[src/rtl/ocs_slot_scheduler.sv]
// OCS timeslot scheduler: waits for all ToR links to be stable, then alternates
// CONFIG (OCS switching) and SLOT (data) phases, driving slot_id and sync pulses.
module ocs_slot_scheduler #(
  parameter int          P_CHANNEL_NUM  = 8,
  parameter int          P_SLOT_NUM     = 2,
  parameter int          P_SLOT_ID_W    = 1,
  parameter logic [31:0] P_LINK_STABLE  = 32'd16,
  parameter logic [31:0] P_CONFIG_DELAY = 32'h0000_00AA,
  parameter logic [31:0] P_SLOT_LEN     = 32'h0000_0753
) (
  input  logic                     i_clk,
  input  logic                     i_rst,
  input  logic                     i_enable,
  input  logic                     i_mode,
  input  logic [P_CHANNEL_NUM-1:0] i_link_up,
  input  logic [31:0]              i_cfg_delay,
  input  logic [31:0]              i_slot_len,
  input  logic                     i_timing_load,
  output logic [P_SLOT_ID_W-1:0]   o_slot_id,
  output logic                     o_cfg_phase,
  output logic                     o_slot_valid,
  output logic [P_CHANNEL_NUM-1:0] o_sync,
  output logic                     o_sim_start,
  output logic                     o_link_lost,
  output logic [31:0]              o_slot_cnt
);

  typedef enum logic [1:0] {S_IDLE, S_WAIT_LINK, S_CONFIG, S_SLOT} state_t;

  localparam logic [P_SLOT_ID_W-1:0] LP_LAST_ID = P_SLOT_ID_W'(P_SLOT_NUM - 1);
  localparam logic [P_SLOT_ID_W-1:0] LP_ID_ONE  = P_SLOT_ID_W'(1);

  state_t                 r_state, w_next;
  logic [31:0]            r_stable_cnt, r_phase_cnt;
  logic [31:0]            r_cfg_pend, r_slot_pend, r_cfg_active, r_slot_active;
  logic                   r_sim_pend;
  logic [P_SLOT_ID_W-1:0] r_slot_id;
  logic [31:0]            r_slot_cnt;
  logic                   r_cfg_phase, r_slot_valid, r_sync, r_sim_start, r_link_lost;

  logic        w_all_up, w_link_drop, w_phase_last, w_stable_done;
  logic [31:0] w_cfg_len, w_slot_len, w_phase_len;
  logic        w_cfg_phase, w_slot_valid, w_sync, w_sim_start;

  assign w_all_up      = &i_link_up;
  assign w_link_drop   = ((r_state == S_CONFIG) || (r_state == S_SLOT)) && !w_all_up;
  // A programmed length of 0 still occupies one cycle.
  assign w_cfg_len     = (r_cfg_active == '0) ? 32'd1 : r_cfg_active;
  assign w_slot_len    = (r_slot_active == '0) ? 32'd1 : r_slot_active;
  assign w_phase_len   = (r_state == S_CONFIG) ? w_cfg_len : w_slot_len;
  assign w_phase_last  = (r_phase_cnt == w_phase_len - 32'd1);
  assign w_stable_done = w_all_up && (r_stable_cnt == P_LINK_STABLE - 32'd1);

  // NOTE: sequential state uses non-blocking (<=) so every register samples pre-edge values.
  always_ff @(posedge i_clk) begin
    if (i_rst) begin
      r_state       <= S_IDLE;
      r_stable_cnt  <= '0;
      r_phase_cnt   <= '0;
      r_cfg_pend    <= P_CONFIG_DELAY;
      r_slot_pend   <= P_SLOT_LEN;
      r_cfg_active  <= P_CONFIG_DELAY;
      r_slot_active <= P_SLOT_LEN;
      r_sim_pend    <= 1'b0;
      r_slot_id     <= '0;
      r_slot_cnt    <= '0;
      r_cfg_phase   <= 1'b0;
      r_slot_valid  <= 1'b0;
      r_sync        <= 1'b0;
      r_sim_start   <= 1'b0;
      r_link_lost   <= 1'b0;
    end else begin
      r_state      <= w_next;
      r_stable_cnt <= (r_state == S_WAIT_LINK && w_all_up) ? r_stable_cnt + 32'd1 : '0;
      r_phase_cnt  <= (w_next != r_state) ? '0 : r_phase_cnt + 32'd1;

      if (i_timing_load) begin
        r_cfg_pend  <= i_cfg_delay;
        r_slot_pend <= i_slot_len;
      end
      // Timing changes only take effect at a slot boundary.
      if (w_next == S_CONFIG && r_state != S_CONFIG) begin
        r_cfg_active  <= r_cfg_pend;
        r_slot_active <= r_slot_pend;
      end

      if (r_state == S_SLOT && w_next == S_CONFIG && !i_mode)
        r_slot_id <= (r_slot_id == LP_LAST_ID) ? '0 : r_slot_id + LP_ID_ONE;
      if (r_state == S_SLOT && w_all_up && w_phase_last)
        r_slot_cnt <= r_slot_cnt + 32'd1;

      if (r_state == S_IDLE && w_next == S_WAIT_LINK)
        r_sim_pend <= 1'b1;
      else if (w_sync)
        r_sim_pend <= 1'b0;

      r_cfg_phase  <= w_cfg_phase;
      r_slot_valid <= w_slot_valid;
      r_sync       <= w_sync;
      r_sim_start  <= w_sim_start;
      r_link_lost  <= w_link_drop;
    end
  end

  // NOTE: every always_comb output gets a default first so no latch is inferred.
  always_comb begin
    w_next = r_state;
    unique case (r_state)
      S_IDLE:      if (i_enable) w_next = S_WAIT_LINK;
      S_WAIT_LINK: begin
        if (!i_enable)          w_next = S_IDLE;
        else if (w_stable_done) w_next = S_CONFIG;
      end
      S_CONFIG: begin
        if (!w_all_up)         w_next = S_WAIT_LINK;
        else if (!i_enable)    w_next = S_IDLE;
        else if (w_phase_last) w_next = S_SLOT;
      end
      S_SLOT: begin
        if (!w_all_up)         w_next = S_WAIT_LINK;
        else if (w_phase_last) w_next = i_enable ? S_CONFIG : S_IDLE;
      end
      default:                 w_next = S_IDLE;
    endcase
  end

  // Outputs are decoded from the next state and registered, so they line up with r_state.
  always_comb begin
    w_cfg_phase  = (w_next == S_CONFIG);
    w_slot_valid = (w_next == S_SLOT);
    w_sync       = (w_next == S_SLOT) && (r_state != S_SLOT);
    w_sim_start  = w_sync && r_sim_pend;
  end

  assign o_slot_id    = r_slot_id;
  assign o_cfg_phase  = r_cfg_phase;
  assign o_slot_valid = r_slot_valid;
  assign o_sync       = {P_CHANNEL_NUM{r_sync}};
  assign o_sim_start  = r_sim_start;
  assign o_link_lost  = r_link_lost;
  assign o_slot_cnt   = r_slot_cnt;

endmodule

[config.mk]
export PLATFORM = sky130hd
export DESIGN_NAME = ocs_slot_scheduler
export DESIGN_NICKNAME = d
export VERILOG_FILES = /design/src/rtl/ocs_slot_scheduler.sv
export SDC_FILE = /design/constraint.sdc
export NUM_CORES = 1
export LEC_CHECK = 0
export ABC_CLOCK_PERIOD_IN_PS = 12900
export CORE_MARGIN = 1
export CORE_UTILIZATION = 62
export DETAILED_ROUTE_END_ITERATION = 16
export GPL_ROUTABILITY_DRIVEN = 0
export PLACE_DENSITY = 0.91
export SYNTH_ARGS = -nofsm -noshare
export SYNTH_HDL_FRONTEND = slang
export SYNTH_SLANG_ARGS = --single-unit
[constraint.sdc]
create_clock -name i_clk -period 12.9 [get_ports i_clk]
set_input_delay 3.87 -clock i_clk [delete_from_list [all_inputs] [get_ports i_clk]]
set_output_delay 3.87 -clock i_clk [all_outputs]
set_load 0.01 [all_outputs]
==> metrics.cfg <==
[run_status]
run_status=finished, final reports clean

[synthesis]
synth_fp_nets=1493
mappedNetlistArea_um2=12070
synthDominantCellAreaShare_pct=38.64
synth_edf_count=0
syn_inst=1412
synth_cell_types=74
yosys_most_used_dff=dfxtp_1
post_synth.cell_area_avg_um2=8.550
synthTopCellsByArea=dfxtp_1, mux2i_1, nor2_1
yosys_warnings=0
asyncSetResetFlopFracSynth_pct=0
synth_seq_cells=233
seq_area_frac_synth_pct=38.64
synthDominantAreaCellType=dfxtp_1

[drt]
detailroute.via_count=11100
detailedRoute.firstIterationViolations=1150
drcViolationCount=0
avgViaCountPerCell=6.351
drt-total-wl_mm=31.18
first_pass_iters=6
drt-wirelength-per-cell_um=17.84
antenna_left=0

[timing]
worst_rel_slew_slack_pct=17.42
slew_violations=0
setup_total_negative_slack_ns=0
rsz_0062_raised_after_global_routing=false
clock_skew_ns=0.01317
layout_worst_path_cycle_share_pct=49.10
worst_slew_pin_slew_ns=1.239
finalSetupViolations=0
setup_slack_ns=6.566
report.final.hold_viol_count=0
max_freq_mhz=157.9
finalWorstPathRequiredPeriod_ns=6.334

[layout]
final_layout_size_suffix_gt1_share_pct=6.452
syn2layout_area_growth_pct=15.76
antenna_cells_inserted=0
multiInputGateArea_um2=6848
n_fill_cell=1376
layoutNonFillerInstCount=1748
fin_nets=1551
register_area_um2=4664

[clock_tree]
clock_sink_count=233
clk_transition_reported_paths_ns=0.06
post_cts.repair.setup_buffers=0
worst_skew_pair.late_latency_ns=0.53
ctsRootBufferMaster=clkbuf_16
tritoncts.num_buffers=24
bufs_on_longest_clock_path=3
post_cts_resized=0
cts_tree=yes
htreeDepth=1
postCtsHoldBufs=0

[power_and_ir_drop]
ir_drop_uv=104.2
pwr_density_cell_nw_per_um2=107.9
static-leakage-power_nw=4.769

[worst_setup_path]
critical_path.max_stage_delay_ns=1.00
timing.critical_path.fanout_max=32
source_of_the_worst_register_to_register_timing_path=r_state[1]
critPathLaunchType=input pin
crit_path_end_kind=register
critPathTopFamily=simple AND/OR/NAND/NOR gates
critical_path_class=input pin to register
crit_path_frequent_cell=nor2_1
worst_path_required_ns=13.26
setup.worst_path.start=i_link_up[6]
cp.buffers_inverters=1
worstPathCellList=clkdlybuf4s50_1 > nand4_1 > or2_2 > nor3_1 > nor2_1 > nand2_1 > a31oi_1 > o21ai_2 > nor2_1
critPathArrivalTime_ns=6.69
critical_path.slowest_cell=o21ai_2

[global_route]
grt_start_max_net_pins=107
global_route_wire_length_before_repair_mm=50.79
global_route.overflow_total=0
global_route.usage.total_pct=30.81
via_count_of_the_first_global_routing_pass=10490
antenna_found_initial=0

[floorplan]
fp.dieW_um=141.5
num_io_pins=122
floorplan.die_area_um2=20040
die_height_um=141.5
row_count=50
core_region_area_um2=18890
initial_utilization_pct=63.90

[place]
place_inst=1704
detailedPlace.worstSlack_ns=6.035
dp.final_hpwl_mm=21.04
place.port_buffers=121

[min_path]
timing.hold.worst.class=register to register
timing.hold.worst.start=r_stable_cnt[0]

[run]
cap_violations=0

==> cell families after synthesis <==
family	after synthesis	share of synthesized area, %
fa+ha+maj	4	0.4146
xor+xnor	100	7.255
mux	121	10.22
buf+inv	119	4.736
simple gates	595	25.25
flops	233	38.64
compound gates	240	13.49
==> cell usage after synthesis (14+ instances only) <==
cell and number:
a31o_2 15, and2_1 14, inv_1 25, nor4_1 29, nor2_1 216, nand3_1 87
nand4_1 47, xor2_1 49, mux2i_1 103, xnor2_1 51, nor3_1 28, a21oi_1 93
o21ai_0 14, dfxtp_1 233, clkbuf_1 53, buf_4 17, nor2b_1 30, and3_1 18
o211ai_1 55, nand2_1 58
==> metrics by stage <==
stage	cell area, µm²	hold WS [ns]	util [%]	power (mW)
finish	13980	0.4534	73.97	1.509
global placement	13170	0.4314	69.73	0.8230
detailed placement	13170	0.4424	69.73	0.8259
floorplan	12070	0.4175	-	0.7934
CTS	13980	0.4555	73.97	1.512
global route	13980	0.4879	73.97	1.552
==> layout make-up <==
type                            count  area share, %
Clock buffer                       39          5.273
Clock inverter                      5         0.4655
Inverter                           25         0.6714
Multi-Input combinational cell   1060          49.00
Sequential cell                   233          33.38
Tap cell                          260          2.328
Timing Repair Buffer              126          8.890
==> flip-flops by register name, summed over array words and instances (netlist names) <==
name and flops:
o_cfg_phase 1, o_link_lost 1, o_sim_start 1, o_slot_cnt 32
o_slot_id 1, o_slot_valid 1, r_cfg_active 32, r_cfg_pend 32
r_phase_cnt 32, r_sim_pend 1, r_slot_active 32, r_slot_pend 32
r_stable_cnt 32, r_state 2, r_sync 1
==> layout by cell type (no fill, tap or decap), types with 8 or more instances in the layout <==
cell type / n
clkdlybuf4s50_1: 118
and3_1: 18
a211o_1: 13
nand4_1: 47
nand3_1: 87
mux2i_1: 103
o211ai_1: 55
inv_1: 25
a21oi_1: 93
o21ai_0: 14
nor3_1: 28
nor2b_1: 30
a31o_2: 15
and2_1: 14
xor2_1: 49
xnor2_1: 51
nor4_1: 28
clkbuf_16: 24
nor2_1: 216
dfxtp_1: 233
clkbuf_8: 8
or3_1: 10
nand2_1: 58
and4_1: 13
mux2_2: 12
==> path summary, 6_finish.rpt <==
| kind | slack (ns) | end | cells after the start |
|---|---|---|---|
| max reg2reg | 6.81 | r_phase_cnt[7] | 11 |
| min | 0.45 | r_stable_cnt[0] | 1 |
| min reg2reg | 0.45 | r_stable_cnt[0] | 1 |
| max | 6.57 | r_phase_cnt[7] | 9 |
==> power by group <==
part           switching, mW  leakage, nW  internal, mW
Clock                  0.286        0.395         0.411
Combinational         0.0329         2.48        0.0362
Sequential           0.00946         1.89         0.733
==> per-layer routing <==
| layer | up-vias | track usage (%) | share of wire, % |
|---|---|---|---|
| li1 | 5189 | - | - |
| met1 | 5220 | 38.72 | 40 |
| met2 | 545 | 50.97 | 47 |
| met3 | 148 | 5.569 | 7.9 |
| met4 | 0 | 15.22 | 4.9 |
| met5 | - | 0 | 0 |
(Power assumes the default switching activity.)
